File: config.mk
export PLATFORM = sky130hd
export DESIGN_NAME = seq_mult16_flat
export DESIGN_NICKNAME = d
export VERILOG_FILES = /design/src/rtl/seq_mult16_if.sv /design/src/rtl/seq_mult16.sv /design/src/flat_wrapper.sv
export SDC_FILE = /design/constraint.sdc
export NUM_CORES = 1
export LEC_CHECK = 0
export ABC_AREA = 1
export CORE_MARGIN = 5
export CORE_UTILIZATION = 60
export DETAILED_ROUTE_END_ITERATION = 7
export PLACE_DENSITY = 0.86
export SLEW_MARGIN = 20
export SYNTH_ARGS = -nofsm -noshare
export SYNTH_HDL_FRONTEND = slang
export SYNTH_SLANG_ARGS = --single-unit
export TNS_END_PERCENT = 100
File: constraint.sdc
create_clock -name clock -period 5.5 [get_ports clock]
set_input_delay 1.65 -clock clock [delete_from_list [all_inputs] [get_ports clock]]
set_output_delay 1.65 -clock clock [all_outputs]
set_load 0.005 [all_outputs]
File: src/rtl/seq_mult16_if.sv
// Handshake and operand/result bundle between the multicycle control unit
// (master) and the iterative multiplier (slave).
interface seq_mult16_if #(
    parameter int WIDTH = 16
);
    logic             start;
    logic [WIDTH-1:0] op_a;
    logic [WIDTH-1:0] op_b;
    logic             signed_mode;
    logic             busy;
    logic             done;
    logic [WIDTH-1:0] result_lo;
    logic [WIDTH-1:0] result_hi;

    modport master (
        output start, op_a, op_b, signed_mode,
        input  busy, done, result_lo, result_hi
    );

    modport slave (
        input  start, op_a, op_b, signed_mode,
        output busy, done, result_lo, result_hi
    );
endinterface

File: src/rtl/seq_mult16.sv
// Iterative shift-add WIDTH x WIDTH multiplier with start/done handshake.
// Signed operands are reduced to magnitudes on capture; the sign is applied
// once to the 2*WIDTH accumulator when the last iteration has completed.
//
//   state    | meaning
//   ---------+-----------------------------------------------------------
//   S_IDLE   | waiting for start; results hold their last value
//   S_RUN    | one multiplier bit per cycle, LSB first, WIDTH cycles
//   S_FINISH | apply sign, load results, pulse done, return to S_IDLE
module seq_mult16 #(
    parameter int WIDTH = 16
) (
    input  logic       clock,
    input  logic       reset,
    seq_mult16_if.slave bus
);
    localparam int CW = $clog2(WIDTH);

    typedef enum logic [1:0] {
        S_IDLE,
        S_RUN,
        S_FINISH
    } state_t;

    state_t               r_state;
    state_t               w_next;

    logic [2*WIDTH-1:0]   r_acc;
    logic [2*WIDTH-1:0]   r_mcand;
    logic [WIDTH-1:0]     r_mplier;
    logic [CW-1:0]        r_count;
    logic                 r_neg;
    logic                 r_done;
    logic [WIDTH-1:0]     r_res_lo;
    logic [WIDTH-1:0]     r_res_hi;

    logic                 w_accept;
    logic                 w_last;
    logic [WIDTH-1:0]     w_a_mag;
    logic [WIDTH-1:0]     w_b_mag;
    logic                 w_neg_in;
    logic [2*WIDTH-1:0]   w_addend;
    logic [2*WIDTH-1:0]   w_result;

    // Magnitudes wrap naturally: the most negative value maps to itself,
    // which is its correct unsigned magnitude.
    assign w_a_mag  = (bus.signed_mode && bus.op_a[WIDTH-1]) ? (~bus.op_a + 1'b1) : bus.op_a;
    assign w_b_mag  = (bus.signed_mode && bus.op_b[WIDTH-1]) ? (~bus.op_b + 1'b1) : bus.op_b;
    assign w_neg_in = bus.signed_mode & (bus.op_a[WIDTH-1] ^ bus.op_b[WIDTH-1]);

    assign w_accept = (r_state == S_IDLE) && bus.start;
    assign w_last   = (r_count == CW'(WIDTH - 1));
    assign w_addend = r_mplier[0] ? r_mcand : '0;
    assign w_result = r_neg ? ({(2*WIDTH){1'b0}} - r_acc) : r_acc;

    // State register.
    always_ff @(posedge clock or posedge reset) begin
        if (reset) begin
            r_state <= S_IDLE;
        end else begin
            r_state <= w_next;
        end
    end

    // Next-state decode.
    always_comb begin
        w_next = r_state;
        case (r_state)
            S_IDLE:   if (w_accept) w_next = S_RUN;
            S_RUN:    if (w_last)   w_next = S_FINISH;
            S_FINISH: w_next = S_IDLE;
            default:  w_next = S_IDLE;
        endcase
    end

    // Operand capture, shift-add iteration and result load.
    always_ff @(posedge clock or posedge reset) begin
        if (reset) begin
            r_acc    <= '0;
            r_mcand  <= '0;
            r_mplier <= '0;
            r_count  <= '0;
            r_neg    <= 1'b0;
            r_done   <= 1'b0;
            r_res_lo <= '0;
            r_res_hi <= '0;
        end else begin
            r_done <= 1'b0;
            case (r_state)
                S_IDLE: begin
                    if (w_accept) begin
                        r_mcand  <= {{WIDTH{1'b0}}, w_a_mag};
                        r_mplier <= w_b_mag;
                        r_neg    <= w_neg_in;
                        r_acc    <= '0;
                        r_count  <= '0;
                    end
                end
                S_RUN: begin
                    // Shifting the multiplicand each cycle is the same as
                    // adding it shifted by the iteration count.
                    r_acc    <= r_acc + w_addend;
                    r_mcand  <= r_mcand << 1;
                    r_mplier <= r_mplier >> 1;
                    r_count  <= r_count + CW'(1);
                end
                S_FINISH: begin
                    r_res_lo <= w_result[WIDTH-1:0];
                    r_res_hi <= w_result[2*WIDTH-1:WIDTH];
                    r_done   <= 1'b1;
                end
                default: begin
                end
            endcase
        end
    end

    assign bus.busy      = (r_state != S_IDLE);
    assign bus.done      = r_done;
    assign bus.result_lo = r_res_lo;
    assign bus.result_hi = r_res_hi;
endmodule

File: src/flat_wrapper.sv
// flat-port wrapper written by rule: the top's interface ports become plain ports
module seq_mult16_flat 
#(
    parameter int WIDTH = 16
)
  (clock, reset, bus_start, bus_op_a, bus_op_b, bus_signed_mode, bus_busy, bus_done, bus_result_lo, bus_result_hi);
  seq_mult16_if #(.WIDTH(WIDTH)) bus_i ();
  input  logic clock;
  input  logic reset;
  input wire logic [$bits(bus_i.start)-1:0] bus_start;
  input wire logic [$bits(bus_i.op_a)-1:0] bus_op_a;
  input wire logic [$bits(bus_i.op_b)-1:0] bus_op_b;
  input wire logic [$bits(bus_i.signed_mode)-1:0] bus_signed_mode;
  output wire logic [$bits(bus_i.busy)-1:0] bus_busy;
  output wire logic [$bits(bus_i.done)-1:0] bus_done;
  output wire logic [$bits(bus_i.result_lo)-1:0] bus_result_lo;
  output wire logic [$bits(bus_i.result_hi)-1:0] bus_result_hi;
  assign bus_i.start = bus_start;
  assign bus_i.op_a = bus_op_a;
  assign bus_i.op_b = bus_op_b;
  assign bus_i.signed_mode = bus_signed_mode;
  assign bus_busy = bus_i.busy;
  assign bus_done = bus_i.done;
  assign bus_result_lo = bus_i.result_lo;
  assign bus_result_hi = bus_i.result_hi;
  seq_mult16 #(.WIDTH(WIDTH)) u_core (.clock(clock), .reset(reset), .bus(bus_i));
endmodule
== Word level (Yosys, flattened, before mapping) ==
Cells that the tools add are included.
Storage, ports and cells
  flip-flop bits (word level): 120
  input bits: 36
  logic and storage cells: 48
Operators by class
  $add $sub $neg: 5
  eq/ne operators: 5
  multiplexer cells: 16
  bitwise gates (word level): 4
  reductions and logical operators: 9
Operator list (count)
  32-bit 2-to-1 mux: 4
  32-bit case mux with 2 select lines: 2
  16-bit 2-to-1 mux: 3
  16-bit by 1-bit adder with 16-bit output (second input constant): 2
  32-bit adder: 1
  16-bit NOT: 2
  16-bit case mux with 2 select lines: 1
  1-bit by 32-bit subtractor with 32-bit output (first input constant): 1
  4-bit case mux with 2 select lines: 1
  2-bit AND reduction: 3
  4-bit by 1-bit adder with 4-bit output (second input constant): 1
  4-bit == test (second input constant): 1
  2-bit 2-to-1 mux: 2
  4-bit 2-to-1 mux: 1
  2-bit by 1-bit inequality test with 1-bit output (second input constant): 2
  2-bit case mux with 2 select lines: 1
  2-bit nonzero test: 2
  1-bit logical AND: 3
  2-bit by 1-bit == test with 1-bit output (second input constant): 1
  2-bit == test (second input constant): 1
  2-bit logical NOT: 1
  1-bit AND: 1
  1-bit 2-to-1 mux: 1
  1-bit bitwise XOR: 1

== Longest topological paths before layout ==
  depth in word-level cells: 5
  gate-level depth with buffers: 18
  depth with buffers taken out: 16

== Least setup slack after synthesis ==
No wires, ideal clock.
  path kind: input to register
  start point: input port bus_op_b[0]
  end point: register u_core.r_mplier[12]
  setup time: 130 ps
  arrival time: 2562 ps
  setup slack: 2808 ps
  stages on the path: 9
  path buffers: 0
  cells stage by stage: inv_1 > ha_1 > nand3_1 > nor2_2 > nand3_1 > nand2_1 > nand2_1 > xor2_1 > o21ai_1
On the way
  cells in the longest elaborated chain, start to end: 5
Ends and longest elaborated chain
  start, declared: RTL line flat_wrapper.sv:12  | input wire logic [$bits(bus_i.op_b)-1:0] bus_op_b;
  16-bit NOT: RTL line seq_mult16.sv:48  | assign w_b_mag = (bus.signed_mode && bus.op_b[WIDTH-1]) ? (~bus.op_b + 1'b1) : bus.op_b;
  16-bit by 1-bit adder with 16-bit output: RTL line seq_mult16.sv:48
  16-bit 2-to-1 mux: RTL line seq_mult16.sv:48
  16-bit 2-to-1 mux: RTL line seq_mult16.sv:91  | if (w_accept) begin
  16-bit case mux with 2 select lines: RTL line seq_mult16.sv:89  | case (r_state)
  end signal, assigned: RTL line seq_mult16.sv:93  | r_mplier <= w_b_mag;
  end signal, assigned: RTL line seq_mult16.sv:104  | r_mplier <= r_mplier >> 1;
  end, declared: RTL line seq_mult16.sv:30  | logic [WIDTH-1:0] r_mplier;
Every way passes these cells. The select of a mux whose other input is x is not followed.
A chain may end at the register's enable or synchronous reset.

== Worst setup path in the final report ==
  start point: input port bus_start
  end point: register u_core.r_mcand[3]
On the way
  cells in the longest elaborated chain, start to end: 3
Ends and longest elaborated chain
  start, declared: RTL line flat_wrapper.sv:10  | input wire logic [$bits(bus_i.start)-1:0] bus_start;
  1-bit logical AND: RTL line seq_mult16.sv:51  | assign w_accept = (r_state == S_IDLE) && bus.start;
  2-bit by 1-bit inequality test with 1-bit output (no line)
  2-bit AND reduction (no line)
  end signal, assigned: RTL line seq_mult16.sv:92  | r_mcand <= {{WIDTH{1'b0}}, w_a_mag};
  end signal, assigned: RTL line seq_mult16.sv:103  | r_mcand <= r_mcand << 1;
  end, declared: RTL line seq_mult16.sv:29  | logic [2*WIDTH-1:0] r_mcand;
Every way passes these cells.

==> qor.yml <==
status: "finished clean"
yosysMostFrequentCell: "nand2_1"
grt_pass1_wl_mm: 37.2
nFillCells: 1222
netSwitchingFraction: 0.453
cts_tree: "done"
coreArea_um2: 14400
cts_setup_buffers: 0
async_flop_share: 1.00
fp.dieArea_um2: 17000
ant_nets: 0
seq_area_frac_synth: 0.346
avgSynthCellArea_um2: 6.54
crit_chain: "clkdlybuf4s50_1, nand2_2, inv_2, nor2_4, buf_4, a22oi_1, o21ai_1"
dieWidth_um: 130
slew-limit-headroom: 0.259
slowest_delay_ns: 0.45
antenna_found_initial: 0
leakage_nw: 5.52
wirelength_mm: 21.8
io_buffer_count: 69
multi_input_area_um2: 4680
wl_per_cell_um: 13.8
synthAdderAreaFrac: 0.0527
synth_top_family_by_area: "simple AND/OR/NAND/NOR gates"
worst_pin_slew_ns: 1.11
yosys.area.top_type: "dfrtp_1"
grt_pass1_vias: 8083
fin_skew_ns: 0.00763
cap_violations: 0
internal-power_mw: 3.07
synth-seq-cells: 120
max_freq_mhz: 297
synth_cells: 1328
cp_max_fo: 36
hold_buffers: 0
synth-simple-area-share: 0.324
synth.top_cell.area_share: 0.346
synthMuxAreaShare: 0.00115
area_delta_synth_final_pct: 16.6
grt_max_degree: 75
stdcell_count: 1586
fin_util: 0.705
dp_cells: 1554
ctsResizeCount: 0
synth.area.top_cells: "dfrtp_1, nand2_1, inv_1, nand3_1, ha_1"
seqCellArea_um2: 3000
die_y_um: 130
endpoint_kind: "flop"
worstSkewPairLatency_ns: 0.42
cp_slowest_cell: "buf_4"
drt_pass1_iterations: 5
synth_edf_count: 0
dp.final_hpwl_mm: 16.6
start_kind: "input pin"
drt_iter0_drc: 534
synth_area_um2: 8680
rows: 44
cts.sink_count: 120
clockBufferDepth: 2
vias: 8501
ys_top_cells_by_count: "nand2_1, inv_1, dfrtp_1, nor2_1, nand3_1"
synth.distinct_cells: 40
final-hold-violation-count: 0
place_congestion: 0.955
clkTransAtPathRegs_ns: 0.05
drc: 0
hold_class: "flop to flop"
drive_above_1_share: 0.0449
synth_flop_cell: "dfrtp_1"
setup_viol: 0
finalInstanceArea_um2: 10100
whs_path_depth: 2
overflow: 0
ctsHtreeMaxLevel: 4
power.share.sequential: 0.287
cp.required_ns: 5.84
start_util: 0.604
arrival_ns: 3.71
p_total_mw: 5.62
final.setup.tns_ns: 0
reg2reg_depth: 12
synth_xor_area_frac: 0.0343
fin_crit_sh: 0.612
yosysWarnings: 0
final_nets: 1461
final-max-slew-violation-count: 0
syn_nets: 1400
cts-root-buf: "clkbuf_16"
io_pins: 70
pwr_density_cell_nw_per_um2: 556
p_switching_mw: 2.55
antenna_cells: 0
synth_compound_area_frac: 0.127
rsz0062_at_grt: "false"
numCtsBuffers: 17
pwr-share-clk: 0.202
ir_drop_uv: 313
grt_usage: 0.272
period_minus_slack_ns: 3.37
critPathKind: "input pin to flop"
dpl_cell_area_um2: 9510
pwr-share-comb: 0.511
via_per_inst: 5.36
[critical path: cells and delay by family]
family / cells / cell delay (ns)
AND/OR/NAND/NOR: 2 / 0.69
AO/OA/AOI/OAI: 2 / 0.24
buffers and inverters: 3 / 1.09
[power by group through the flow]
stage          logic (mW)  clock network [mW]  registers, mW
2_1_floorplan        2.14                   0           1.51
3_3_place_gp         2.75                   0           1.60
3_5_place_dp         2.84                   0           1.61
4_1_cts              2.87                1.15           1.61
5_1_grt              3.28                1.19           1.66
6_report             2.87                1.14           1.62
[layer usage]
layer	up-vias	GRT usage	part of all wire
met5	-	0	0
met4	0	0.101	0.028
met3	50	0.0467	0.057
met2	244	0.453	0.47
met1	3873	0.357	0.44
li1	4334	-	-
[cell families (layout without fill, tap and decap cells)]
| logic type | after synthesis | after routing |
|---|---|---|
| buffers and inverters | 261 | 335 |
| adders and majority gates | 36 | 36 |
| xor gates and xnor gates | 34 | 34 |
| and+or+nand+nor | 683 | 683 |
| DFF | 120 | 120 |
| AOI/OAI and AO/OA | 193 | 193 |
| muxes | 1 | 1 |
[final timing paths]
check                                               from                       end  slack (ns)
worst max-delay path                           bus_start         u_core.r_mcand[3]        2.13
worst min-delay path            u_core.bus.result_hi[11]  u_core.bus.result_hi[11]        0.48
worst max register to register        u_core.r_mplier[0]          u_core.r_acc[14]        3.04
worst min register to register  u_core.bus.result_hi[11]  u_core.bus.result_hi[11]        0.48
max in group asynchronous                          reset  u_core.bus.result_hi[15]        2.83
min in group asynchronous                          reset           u_core.r_acc[9]        1.77
[layout make-up]
class,instances,area share
Timing Repair Buffer,76,0.0734
Inverter,227,0.0844
Multi-Input combinational cell,947,0.462
Clock buffer,25,0.0519
Sequential cell,120,0.297
Clock inverter,7,0.00865
Tap cell,184,0.0227
[state kept, by name (all words and copies together) (netlist names)]
signal,cells
u_core.r_acc,32
u_core.r_count,4
u_core.r_mcand,32
u_core.bus.result_lo,16
u_core.bus.result_hi,16
u_core.r_state,2
u_core.r_mplier,16
u_core.bus.done,1
u_core.r_neg,1
[placed cells by master (no fill, tap or decap), drive strengths merged, types with 4 or more instances in the layout]
master,Yosys,routed
xor2,28,28
nor3,16,16
xnor2,6,6
clkbuf,20,25
o22ai,21,21
nand2,454,454
o21ai,89,89
nor2,104,104
nand4,11,11
clkinv,1,5
ha,35,35
nand3,95,95
inv,226,226
clkdlybuf4s50,0,69
dfrtp,120,120
buf,14,7
a21oi,40,40
a22oi,27,27
o31ai,4,4
[stage by stage]
stage,setup WS (ns),hold WS [ns]
after global placement,1.78,0.461
after global routing,1.98,0.487
final,2.13,0.476
after CTS,2.14,0.481
after floorplan,0.664,0.449
after detailed placement,1.71,0.465
Power figures use the tool's default switching activity.
